$ cat src/rtl/filter_decim_fifo_if.sv
// Sample-stream and sink handshake bundle for filter_decim_fifo.
// The design drives the outputs through the slave modport.
interface filter_decim_fifo_if #(
  parameter int DATA_W = 8,
  parameter int DEPTH  = 4,
  parameter int CNT_W  = 8
);
  logic [DATA_W-1:0]      i_data;
  logic                   i_valid;
  logic [DATA_W-1:0]      o_data;
  logic                   o_valid;
  logic                   i_ready;
  logic [$clog2(DEPTH):0] o_level;
  logic [CNT_W-1:0]       o_overflow_cnt;

  modport master (
    output i_data, i_valid, i_ready,
    input  o_data, o_valid, o_level, o_overflow_cnt
  );

  modport slave (
    input  i_data, i_valid, i_ready,
    output o_data, o_valid, o_level, o_overflow_cnt
  );
endinterface

$ cat src/rtl/filter_decim_fifo.sv
// Decimates the filter sample stream by DECIM and buffers kept samples in a
// DEPTH-entry FIFO with a saturating drop counter for overflow.
module filter_decim_fifo #(
  parameter int DATA_W = 8,
  parameter int DECIM  = 2,
  parameter int DEPTH  = 4,
  parameter int CNT_W  = 8
) (
  input  logic                clk,
  input  logic                reset,
  filter_decim_fifo_if.slave  bus
);

  localparam int AW = $clog2(DEPTH);
  localparam int LW = AW + 1;
  localparam int PW = (DECIM > 1) ? $clog2(DECIM) : 1;

  typedef enum logic [1:0] {EMPTY, PARTIAL, FULL} occ_t;

  occ_t              state, next_state;
  logic [PW-1:0]     phase;
  logic [AW-1:0]     wr_ptr, rd_ptr;
  logic [LW-1:0]     level;
  logic [CNT_W-1:0]  drop_cnt;
  logic [DATA_W-1:0] mem [DEPTH];
  logic              keep, push, pop, drop;

  function automatic logic [CNT_W-1:0] sat_inc(input logic [CNT_W-1:0] v);
    return (&v) ? v : v + CNT_W'(1);
  endfunction

  // Decimation and FIFO control decisions for this cycle
  always_comb begin
    keep       = bus.i_valid && (phase == PW'(DECIM - 1));
    pop        = (state != EMPTY) && bus.i_ready;
    push       = keep && ((state != FULL) || pop);
    drop       = keep && !push;
    next_state = state;
    case (state)
      EMPTY:   if (push) next_state = PARTIAL;
      PARTIAL: begin
        if (push && !pop && level == LW'(DEPTH - 1))
          next_state = FULL;
        else if (pop && !push && level == LW'(1))
          next_state = EMPTY;
      end
      FULL:    if (pop && !push) next_state = PARTIAL;
      default: next_state = EMPTY;
    endcase
  end

  always_ff @(posedge clk or posedge reset) begin
    if (reset) begin
      state    <= EMPTY;
      phase    <= '0;
      wr_ptr   <= '0;
      rd_ptr   <= '0;
      level    <= '0;
      drop_cnt <= '0;
    end else begin
      state <= next_state;
      if (bus.i_valid)
        phase <= (phase == PW'(DECIM - 1)) ? '0 : phase + PW'(1);
      if (push) wr_ptr <= wr_ptr + AW'(1);
      if (pop)  rd_ptr <= rd_ptr + AW'(1);
      if (push && !pop)      level <= level + LW'(1);
      else if (pop && !push) level <= level - LW'(1);
      if (drop) drop_cnt <= sat_inc(drop_cnt);
    end
  end

  // Storage is data-only: no reset, written only on an accepted push
  always_ff @(posedge clk) begin
    if (push) mem[wr_ptr] <= bus.i_data;
  end

  assign bus.o_valid        = (state != EMPTY);
  assign bus.o_data         = (state != EMPTY) ? mem[rd_ptr] : '0;
  assign bus.o_level        = level;
  assign bus.o_overflow_cnt = drop_cnt;

endmodule

$ cat src/flat_wrapper.sv
// flat-port wrapper written by rule: the top's interface ports become plain ports
module filter_decim_fifo_flat 
#(
  parameter int DATA_W = 8,
  parameter int DECIM  = 2,
  parameter int DEPTH  = 4,
  parameter int CNT_W  = 8
)
  (clk, reset, bus_i_data, bus_i_valid, bus_i_ready, bus_o_data, bus_o_valid, bus_o_level, bus_o_overflow_cnt);
  filter_decim_fifo_if #(.DATA_W(DATA_W), .DEPTH(DEPTH), .CNT_W(CNT_W)) bus_i ();
  input  logic clk;
  input  logic reset;
  input wire logic [$bits(bus_i.i_data)-1:0] bus_i_data;
  input wire logic [$bits(bus_i.i_valid)-1:0] bus_i_valid;
  input wire logic [$bits(bus_i.i_ready)-1:0] bus_i_ready;
  output wire logic [$bits(bus_i.o_data)-1:0] bus_o_data;
  output wire logic [$bits(bus_i.o_valid)-1:0] bus_o_valid;
  output wire logic [$bits(bus_i.o_level)-1:0] bus_o_level;
  output wire logic [$bits(bus_i.o_overflow_cnt)-1:0] bus_o_overflow_cnt;
  assign bus_i.i_data = bus_i_data;
  assign bus_i.i_valid = bus_i_valid;
  assign bus_i.i_ready = bus_i_ready;
  assign bus_o_data = bus_i.o_data;
  assign bus_o_valid = bus_i.o_valid;
  assign bus_o_level = bus_i.o_level;
  assign bus_o_overflow_cnt = bus_i.o_overflow_cnt;
  filter_decim_fifo #(.DATA_W(DATA_W), .DECIM(DECIM), .DEPTH(DEPTH), .CNT_W(CNT_W)) u_core (.clk(clk), .reset(reset), .bus(bus_i));
endmodule
$ cat config.mk
export PLATFORM = sky130hd
export DESIGN_NAME = filter_decim_fifo_flat
export DESIGN_NICKNAME = d
export VERILOG_FILES = /design/src/rtl/filter_decim_fifo_if.sv /design/src/rtl/filter_decim_fifo.sv /design/src/flat_wrapper.sv
export SDC_FILE = /design/constraint.sdc
export NUM_CORES = 1
export LEC_CHECK = 0
export CAP_MARGIN = 10
export CORE_AREA = 2 2 58 87
export DETAILED_ROUTE_END_ITERATION = 12
export DIE_AREA = 0 0 60 89
export PLACE_DENSITY = 0.79
export SETUP_SLACK_MARGIN = 0.5
export SYNTH_ARGS = -nofsm -noshare
export SYNTH_HDL_FRONTEND = slang
export SYNTH_SLANG_ARGS = --single-unit
$ cat constraint.sdc
create_clock -name clk -period 2.3 [get_ports clk]
set_input_delay 0.23 -clock clk [delete_from_list [all_inputs] [get_ports clk]]
set_output_delay 0.23 -clock clk [all_outputs]
set_load 0.02 [all_outputs]
==> flow_summary.json <==
{
  "fillerInstances": 357,
  "syn-mean-instance-area_sq_um": 15.06,
  "critPathBufInv": 2,
  "synth_top_family_by_area": "simple AND/OR/NAND/NOR gates",
  "drt_wl_total_mm": 3.983,
  "syn_area_sq_mm": 0.002228,
  "drt-initial-drc-count": 20,
  "routabilityCongestion": 0.7747,
  "max_slew_margin_pct": 53.46,
  "clk_latency_ns": 0.30,
  "vias": 1341,
  "peakVddDrop_mv": 0.5321,
  "power_mw": 3.244,
  "num_antenna_cells": 0,
  "drc": 0,
  "drive_gt1_share_pct": 25.65,
  "cts_root_buf": "clkbuf_8",
  "grt_pass1_vias": 1428,
  "grt_pass1_wl_mm": 6.610,
  "setup_violations": 0,
  "die_h_um": 89,
  "final_util_pct": 62.01,
  "final_area_sq_mm": 0.002816,
  "ant_nets": 0,
  "period_needed_ns": 1.870,
  "fin_crit_sh_pct": 81.33,
  "fin_skew_ns": 0.004458,
  "tns_ns": 0,
  "cts_tree": "done",
  "first_pass_iters": 4,
  "ys.flop_type": "edfxtp_1",
  "synthesis.nets": 169,
  "power.density_mw_per_mm2": 1152,
  "holdWs_ns": 0.3285,
  "start_util_pct": 49.06,
  "slew_violations": 0,
  "via_per_inst": 5.259,
  "pin_count": 32,
  "cp-start-kind": "flip-flop",
  "multi_input_comb_area_sq_um": 808.3,
  "slowest_delay_ns": 0.51,
  "synth_xor_area_share_pct": 3.930,
  "critPathSlowestCell": "mux4_2",
  "cts_inserted_buffers": 5,
  "fmax_ghz": 0.5346,
  "arrival_ns": 1.64,
  "status": "finished, final reports clean",
  "cp_top_family": "multiplexers",
  "port_buffers": 31,
  "finalHoldViolCount": 0,
  "clock_path_buffers": 2,
  "area_delta_synth_final_pct": 26.39,
  "drv_cap": 0,
  "required_ns": 2.07,
  "ff_latch_area_sq_mm": 0.001413,
  "tightest_slew_ns": 0.6974,
  "yosysSeqAreaShare_pct": 63.34,
  "hpwl_mm": 2.975,
  "placed_area_sq_mm": 0.002623,
  "die_w_um": 60,
  "ys_ff_latch": 50,
  "grt_max_degree": 19,
  "antenna_found_initial": 0,
  "grt_usage_pct": 17.04,
  "critPathMaxFanout": 8,
  "async_flop_share_pct": 36.00,
  "synth_compound_area_share_pct": 5.278,
  "grt_setup_unrepaired": "true",
  "fin_nets": 211,
  "crit_top_cell": "buf_6",
  "yosysUniqueCellTypes": 36,
  "rows": 30,
  "cts_sinks": 50,
  "power.leakage_nw": 1.086,
  "gr-total-overflow": 0,
  "wl_per_cell_um": 15.62,
  "core_sq_mm": 0.004542,
  "syn_inst": 148,
  "path_cells": "buf_6 -> mux4_2 -> and2_4 -> buf_6",
  "yosysWarnings": 0,
  "min_path_type": "primary input to async pin",
  "synthAdderAreaFrac_pct": 5.053,
  "synth_edf_count": 32,
  "h-tree-depth": 2,
  "die_area_sq_mm": 0.005340,
  "end_kind": "output pin",
  "yosys.area_share.simple_pct": 11.29,
  "clk_pin_slew_ns": 0.08,
  "synthMuxAreaShare_pct": 9.040,
  "worstSetupPathType": "flip-flop to output pin"
}
power breakdown:
group / internal [mW] / leakage (nW) / switching, mW
clock network: 0.325 / 0.0524 / 0.265
registers: 1.13 / 0.518 / 0.138
logic: 0.766 / 0.516 / 0.618
total: 2.22 / 1.09 / 1.02
flip-flops by register name, summed over array words and instances (netlist names):
name and cells:
u_core.phase 1, u_core.state 2, u_core.rd_ptr 2, u_core.bus.o_overflow_cnt 8, u_core.bus.o_level 3, u_core.mem 32
u_core.wr_ptr 2
what timing repair did:
action | 4_1_cts | 5_1_grt
setup endpoints to repair | 11 | 36
pin swaps | 4 | 1
gates resized for setup | 61 | 5
hold buffers | 0 | 0
buffers inserted | 4 | 1
final timing paths:
path | slack [ns] | to | start | depth (start not counted)
max in group asynchronous | 1.48 | u_core.bus.o_overflow_cnt[0] | reset | 2
hold reg to reg | 0.52 | u_core.bus.o_overflow_cnt[7] | u_core.bus.o_overflow_cnt[7] | 1
min in group clk | 0.52 | u_core.bus.o_overflow_cnt[7] | u_core.bus.o_overflow_cnt[7] | 1
setup reg to reg | 0.62 | u_core.bus.o_overflow_cnt[5] | u_core.bus.o_overflow_cnt[0] | 6
setup / recovery | 0.43 | bus_o_data[7] | u_core.rd_ptr[0] | 4
hold / removal | 0.33 | u_core.bus.o_level[1] | reset | 2
per-stage QoR:
stage                     setup slack (ns)  std cells
after floorplan                     0.5206        148
after global placement              0.2813        242
after detailed placement            0.2293        242
after CTS                           0.4151        254
after global routing                0.3664        255
final                               0.4295        255
logic make-up (layout without fill, tap and decap cells):
family / count (synthesis) / count (layout)
compound gates: 14 / 14
simple gates: 44 / 44
xor+xnor: 10 / 10
buf+inv: 11 / 54
mux: 10 / 10
flops: 50 / 50
fa+ha+maj: 9 / 9
layout make-up:
class | instances | area share, %
clock buffers | 7 | 2.710
clock inverters | 1 | 1.066
inverters | 7 | 0.9329
multi-input cells | 87 | 28.70
flip-flops and latches | 50 | 50.16
well taps | 64 | 2.843
repair buffers | 39 | 13.59
cell usage after synthesis (2+ instances only):
cell type / number / area (sq um)
clkbuf_1: 2 / 7.510
nor3_1: 2 / 10.01
inv_1: 7 / 26.28
nor2_1: 5 / 18.77
ha_1: 9 / 112.6
xnor2_1: 7 / 61.31
nand4_1: 3 / 18.77
nand3_1: 2 / 10.01
nand2_1: 7 / 26.28
a21boi_0: 2 / 15.01
and2_1: 14 / 87.58
and3_1: 3 / 18.77
xor2_1: 3 / 26.28
mux4_2: 8 / 180.2
edfxtp_1: 32 / 960.9
dfrtp_1: 18 / 450.4
a21oi_1: 4 / 20.02
nor2b_1: 2 / 12.51
metal layers:
metal | up-vias | wire length, um | global-route usage, % | share of wire (%)
met5 | - | 0 | 0 | 0
met4 | 0 | 42 | 4.848 | 1.1
met3 | 5 | 179 | 4.486 | 4.5
met2 | 33 | 2292 | 33.40 | 58
met1 | 676 | 1469 | 16.86 | 37
li1 | 627 | - | - | -
placed cells by master (no fill, tap or decap), types with 2 or more instances in the layout:
cell,instances
a21boi_0,2
a21oi_1,4
and2_1,3
and2_2,3
and2_4,8
and3_1,2
buf_4,7
buf_6,9
clkbuf_1,2
clkbuf_8,5
clkdlybuf4s50_1,22
dfrtp_1,17
edfxtp_1,32
ha_1,8
inv_1,7
mux4_2,8
nand2_1,7
nand3_1,2
nand4_1,3
nor2_1,5
nor2b_1,2
nor3_1,2
xnor2_1,7
xor2_1,3
No activity file was read; power rests on OpenSTA's default activity.
